`src/rtl/fetch_pkg.sv`:
```
// Shared types and constants for the instruction fetch sequencer.
// Holds the controller state encoding and architectural reset values.
package fetch_pkg;

  typedef enum logic [1:0] {
    BOOT    = 2'd0,
    FETCH   = 2'd1,
    DRAIN   = 2'd2,
    DELIVER = 2'd3
  } fetch_state_e;

  localparam logic [31:0] NOP_INSTR = 32'h0000_0013;
  localparam logic [31:0] DEFAULT_RESET_PC = 32'h0000_0000;

endpackage

```
`src/rtl/event_counter.sv`:
```
// Wrapping event counter with increment enable.
// Generic enough for any performance counter in the core.
module event_counter #(
  parameter int WIDTH = 32
) (
  input  logic             clk,
  input  logic             rst,
  input  logic             inc,
  output logic [WIDTH-1:0] count
);

  always_ff @(posedge clk or posedge rst) begin
    if (rst) begin
      count <= '0;
    end else if (inc) begin
      count <= count + WIDTH'(1);
    end
  end

endmodule

```
`src/rtl/fetch_ctrl.sv`:
```
// Fetch sequencer: owns the PC, drives a req/ack imem port and hands
// words to decode over valid/ready, absorbing redirects mid-access.
module fetch_ctrl
  import fetch_pkg::*;
#(
  parameter int              XLEN     = 32,
  parameter logic [XLEN-1:0] RESET_PC = DEFAULT_RESET_PC
) (
  input  logic            clk,
  input  logic            rst,
  input  logic            redirect_valid,
  input  logic [XLEN-1:0] redirect_pc,
  output logic            imem_req,
  output logic [XLEN-1:0] imem_addr,
  input  logic            imem_ack,
  input  logic [XLEN-1:0] imem_rdata,
  output logic            instr_valid,
  output logic [XLEN-1:0] instr,
  output logic [XLEN-1:0] instr_pc,
  output logic [XLEN-1:0] instr_pc4,
  input  logic            instr_ready,
  output logic [XLEN-1:0] fetch_count
);

  fetch_state_e    state;
  logic [XLEN-1:0] pc;
  logic [XLEN-1:0] pc_pend;
  logic [XLEN-1:0] target;
  logic            st_fetch;
  logic            st_drain;
  logic            st_deliver;
  logic            capture;
  logic            consume;

  assign target     = redirect_pc & ~XLEN'(3);
  assign st_fetch   = (state == FETCH);
  assign st_drain   = (state == DRAIN);
  assign st_deliver = (state == DELIVER);

  assign capture = st_fetch && imem_ack && !redirect_valid;
  assign consume = st_deliver && instr_ready;

  // Request side is decoded from state only, never from handshake inputs.
  assign imem_req    = st_fetch || st_drain;
  assign imem_addr   = pc;
  assign instr_valid = st_deliver;
  assign instr_pc4   = instr_pc + XLEN'(4);

  always_ff @(posedge clk or posedge rst) begin
    if (rst) begin
      state   <= BOOT;
      pc      <= RESET_PC;
      pc_pend <= RESET_PC;
    end else begin
      unique case (1'b1)
        (state == BOOT): begin
          state <= FETCH;
        end
        st_fetch: begin
          if (imem_ack && redirect_valid) begin
            pc <= target;
          end else if (imem_ack) begin
            state <= DELIVER;
          end else if (redirect_valid) begin
            pc_pend <= target;
            state   <= DRAIN;
          end
        end
        st_drain: begin
          // The old access must complete; the latest target wins.
          if (imem_ack) begin
            pc    <= redirect_valid ? target : pc_pend;
            state <= FETCH;
          end else if (redirect_valid) begin
            pc_pend <= target;
          end
        end
        st_deliver: begin
          if (redirect_valid) begin
            pc    <= target;
            state <= FETCH;
          end else if (instr_ready) begin
            pc    <= instr_pc4;
            state <= FETCH;
          end
        end
        default: begin
          state <= BOOT;
        end
      endcase
    end
  end

  always_ff @(posedge clk or posedge rst) begin
    if (rst) begin
      instr    <= NOP_INSTR;
      instr_pc <= RESET_PC;
    end else if (capture) begin
      instr    <= imem_rdata;
      instr_pc <= pc;
    end
  end

  event_counter #(
    .WIDTH (XLEN)
  ) u_fetch_count (
    .clk   (clk),
    .rst   (rst),
    .inc   (consume),
    .count (fetch_count)
  );

endmodule

```
`config.mk`:
```
export PLATFORM = sky130hd
export DESIGN_NAME = fetch_ctrl
export DESIGN_NICKNAME = d
export VERILOG_FILES = /design/src/rtl/fetch_pkg.sv /design/src/rtl/event_counter.sv /design/src/rtl/fetch_ctrl.sv
export SDC_FILE = /design/constraint.sdc
export NUM_CORES = 1
export LEC_CHECK = 0
export CORE_ASPECT_RATIO = 1.25
export CORE_MARGIN = 10
export CORE_UTILIZATION = 51
export DETAILED_ROUTE_END_ITERATION = 7
export PLACE_DENSITY = 0.95
export SLEW_MARGIN = 0
export SYNTH_ARGS = -nofsm -noshare
export SYNTH_HDL_FRONTEND = slang
export SYNTH_SLANG_ARGS = --single-unit
```
`constraint.sdc`:
```
create_clock -name clk -period 12.57 [get_ports clk]
set_input_delay 2.514 -clock clk [delete_from_list [all_inputs] [get_ports clk]]
set_output_delay 2.514 -clock clk [all_outputs]
set_load 0.005 [all_outputs]
```
# Word-level counts from Yosys, hierarchy flattened
# Index checks and enable logic that the tools add are counted.
# word_totals
inputBits,69
elab_cells,44
ff_bits,162
out_inout_bits,162
# op_classes
n_addsub,2
reduce_logical,12
n_mux,16
eq_ne,8
# op_table
operator,count
2-to-1 mux 32 bit,7
one-hot mux 32 bit (3 select lines),1
one-hot mux 32 bit (2 select lines),1
"adder 32 x 1 -> 32 bit, second input constant",1
"adder 32 x 3 -> 32 bit, second input constant",1
2-to-1 mux 2 bit,6
one-hot mux 2 bit (4 select lines),1
AND reduction 4 bit,2
"!= test 3 bit, second input constant",2
"== test 2 bit, second input constant",2
logical AND 1 bit,4
"!= test 2 bit, second input constant",2
nonzero test 3 bit,1
"== test 2 x 1 -> 1 bit, second input constant",1
zero test 2 bit,1
"!= test 2 x 1 -> 1 bit, second input constant",1
AND reduction 2 bit,1
nonzero test 2 bit,1
zero test 1 bit,1
logical OR 1 bit,1

# Logic depth before layout (Yosys ltp)
# depth
ltp_word,4
mapped_depth,9
depth_no_buf,7

# Cells and area by module
# Synthesis repeated with hierarchy kept, for this count alone.
# unflattened
hier_cells,642
hier_area_um2,7679.9
# modules_own_cells
mod,seq_area_each_um2,cells_each,area_each_um2,instances
fetch_ctrl,3256.9,516,6169.7,1
event_counter,800.8,126,1510.2,1

# Worst setup path before layout
# No wires, ideal clock.
# synth_timing
kind,reg2out
startpoint,register instr_pc[14]
endpoint,output port instr_pc4[24]
required_time_ns,10.056
setup_slack_ns,8.230
arrival_ns,1.826
stages_incl_launch_ff,6
cell_sequence,dfrtp_1 -> nand4_4 -> or4_4 -> buf_6 -> o31a_1 -> or2_2
# synth_between
elab_chain_len,1
# synth_rtl
item,line,source
start: declaration,fetch_ctrl.sv:19,"output logic [XLEN-1:0] instr_pc,"
start signal: assignment,fetch_ctrl.sv:100,instr_pc <= pc;
adder 32 x 3 -> 32 bit,fetch_ctrl.sv:47,assign instr_pc4 = instr_pc + XLEN'(4);
end: declaration,fetch_ctrl.sv:20,"output logic [XLEN-1:0] instr_pc4,"
# Every way passes these cells.

# Worst setup path after layout
# layout_timing
startpoint,register instr_pc[4]
endpoint,output port instr_pc4[27]
# Same word-level chain as after synthesis.

==> flow_summary.yaml <==
status:
  status: "finished, final reports clean"
sta:
  tightest_slew_ns: 1.25
  tns_ns: 0
  skew_ns: 0.00722
  max-slew-margin-rel_pct: 16.1
  fmax_ghz: 0.177
  hold_viol_final: 0
  setup_ws_ns: 6.93
  fin_crit_sh_pct: 44.8
  maxSlewViolCount: 0
  hold_ws_ns: 0.467
  rsz0062_at_grt: "false"
  period_needed_ns: 5.64
  setup_viol: 0
cts:
  clockRootBuffer: "clkbuf_16"
  cts_made_buffers: 17
  post_cts_buffers: 0
  clkLatencyLatePin_ns: 0.42
  clockBufferDepth: 2
  htree_levels: 4
  cts_tree: "done"
  cts_sinks: 162
  post_cts_resized: 0
  hold_buffers: 0
  clk_pin_slew_worst_paths_ns: 0.06
logic_synthesis:
  syn_nets: 711
  synth_fa_ha_area_share_pct: 1.16
  syn_avg_cell_area_um2: 11.9
  ys_ff_latch: 162
  synth-compound-area-share_pct: 8.91
  synth_top_area_share_pct: 52.8
  ys.flop_type: "dfrtp_1"
  async_reset_ff_share_pct: 100
  synth_top_family_by_area: "multiplexers"
  synth_xor_area_share_pct: 6.27
  synthDistinctLibCells: 53
  synthSimpleGateAreaFrac_pct: 13.1
  synth_largest_area_cell: "dfrtp_1"
  ys_warn_count: 0
  synth_edf_count: 0
  synthMuxAreaShare_pct: 14.5
  synthTopCellsByArea: "dfrtp_1 (53%), mux2_2 (14%), xnor2_1 (4.3%)"
  syn_inst: 635
  synthesis.area_um2: 7540
  yosysSeqAreaShare_pct: 53.8
power:
  leakagePower_nw: 4.39
  peakVddDrop_mv: 0.170
  p_comb_share_pct: 43.3
  p_sw_share_pct: 33.4
  power.density_nw_per_um2: 253
  p_sw_mw: 0.900
  clockPowerShare_pct: 21.2
  seqPwrFrac_pct: 35.5
  total_power_mw: 2.69
  internal_power_mw: 1.79
placement:
  place_hpwl_mm: 16.3
  pre_cts_ws_ns: 7.12
  gp_congestion: 0.827
  portBuffers: 228
min_path:
  hp-class: "reg -> reg"
layout:
  nets: 930
  drive_above_1_share_pct: 18.7
  n_fill_cell: 941
  seqCellArea_um2: 4060
  multiInputGateArea_um2: 3330
  utilization_pct: 73.5
  syn_to_final_growth_pct: 40.9
detailed_routing:
  drtPass1Iterations: 7
  drtIter0Drc: 519
  via_per_inst: 5.88
  met1_length_mm: 8.88
  via_count: 6154
  drt-total-wl_mm: 23.0
  drc_errors: 0
  met3_length_mm: 1.39
  wl_met2_mm: 11.9
  detail-route-antenna-nets: 0
  wl_per_cell_um: 22.0
  highest_layer: "met4"
die:
  row_count: 49
  start_util_pct: 52.1
  die_w_um: 129
  die_h_um: 156
  fp.dieArea_um2: 20100
  ios: 231
  core_um2: 14500
critical_path:
  cp-end-kind: "output port"
  cp_data_required_time_ns: 10.06
  critPathKind: "reg -> out"
  crit_path_start_kind: "flip-flop"
  critPathArrivalTime_ns: 3.12
  ff2ff_setup_slack_ns: 9.60
  critical_path.max_fanout: 9
global_routing:
  overflow: 0
  grt_pass1_vias: 6290
  grt_usage_pct: 22.6
  grt_pass1_wl_mm: 35.5
  grt_max_degree: 84
  grt_antenna_before_repair: 1
run:
  maxCapViolations: 0
-- Yosys cell counts, types with 2 or more instances --
library cell / number
dfstp_2: 3
nand2_1: 42
nand4_1: 13
nor4b_1: 2
nand3_1: 30
a22oi_1: 17
dfrtp_1: 159
clkbuf_1: 29
buf_2: 2
mux2_2: 97
a221oi_1: 8
nand3b_1: 2
and4_1: 8
nor2b_1: 3
nor2_1: 26
and3_1: 12
and2_1: 5
xnor2_1: 37
o31a_1: 3
or2_2: 10
xor2_1: 17
nor3_1: 8
o31ai_1: 2
buf_4: 2
inv_1: 6
o21a_1: 3
o221a_2: 6
nor4_1: 10
o21ai_0: 16
a222oi_1: 7
ha_1: 7
or4_1: 3
a21oi_1: 20
-- sequential cells by signal, summed over array words and instances, names as in the netlist --
name and count:
state 2, instr_pc 32, imem_addr 32, u_fetch_count.count 32
pc_pend 32, instr 32
-- stage by stage --
step / cells / instance area (um2)
finish: 1046 / 10600
global route: 1046 / 10600
detailed placement: 1013 / 9970
global placement: 1013 / 9970
floorplan: 635 / 7540
CTS: 1045 / 10600
-- worst max-delay path, stage by stage, from the launching register on --
cell and delay, ns:
dfrtp_1 0.48, nand4_1 0.28, or4_4 0.67, nor4_1 0.40, xor2_1 0.29, clkdlybuf4s50_1 0.57
-- power groups by stage --
stage          logic [mW]  registers, mW  clock network, mW
3_5_place_dp         1.17          0.955                  0
3_3_place_gp         1.13          0.939                  0
4_1_cts              1.18          0.950              0.577
2_1_floorplan       0.523          0.923                  0
6_report             1.16          0.956              0.572
5_1_grt              1.25          0.984              0.600
-- layout make-up --
type	instances	area share, %
clock inverter	12	1.93
sequential	162	38.2
timing repair buffer	235	22.0
inverter	6	0.259
multi-input combinational	432	31.3
tap	178	2.10
clock buffer	20	4.20
antenna	1	0.0235
-- kinds of logic (layout without fill, tap and decap cells) --
| logic type | Yosys count | in the layout |
|---|---|---|
| simple gates | 182 | 182 |
| flops | 162 | 162 |
| mux | 97 | 97 |
| compound gates | 92 | 92 |
| xor+xnor | 54 | 54 |
| buf+inv | 41 | 273 |
| fa+ha+maj | 7 | 7 |
| other cells | 0 | 1 |
-- final timing paths --
path,from,endpoint,cells after the start
worst max register to register,state[0],imem_addr[21],6
worst min-delay path,u_fetch_count.count[31],u_fetch_count.count[31],1
worst max-delay path,instr_pc[4],instr_pc4[27],5
min in group asynchronous,rst,instr[3],2
max in group asynchronous,rst,pc_pend[20],3
worst min register to register,u_fetch_count.count[31],u_fetch_count.count[31],1
-- cells in the final DEF (no fill, tap or decap), types with 5 or more instances in the layout --
| cell | synthesis | final |
|---|---|---|
| nand3_1 | 30 | 30 |
| a22oi_1 | 17 | 17 |
| mux2_2 | 97 | 97 |
| dfrtp_1 | 159 | 159 |
| nor2_1 | 26 | 26 |
| or2_2 | 10 | 10 |
| a21oi_1 | 20 | 20 |
| nor4_1 | 10 | 10 |
| and2_1 | 5 | 5 |
| xnor2_1 | 37 | 37 |
| bufinv_16 | 0 | 5 |
| clkbuf_16 | 0 | 17 |
| o21ai_0 | 16 | 16 |
| nor3_1 | 8 | 8 |
| inv_1 | 6 | 5 |
| nand4_1 | 13 | 13 |
| clkdlybuf4s50_1 | 0 | 228 |
| a222oi_1 | 7 | 7 |
| and4_1 | 8 | 8 |
| and3_1 | 12 | 12 |
| o221a_2 | 6 | 6 |
| buf_4 | 2 | 7 |
| xor2_1 | 17 | 17 |
| a221oi_1 | 8 | 8 |
| nand2_1 | 42 | 42 |
| ha_1 | 7 | 7 |
-- routing by layer --
layer	vias up	GRT usage (%)
met5	-	0
met4	0	10.6
li1	2770	-
met3	55	5.37
met2	248	38.9
met1	3081	25.8
No activity file was read; power rests on OpenSTA's default activity.
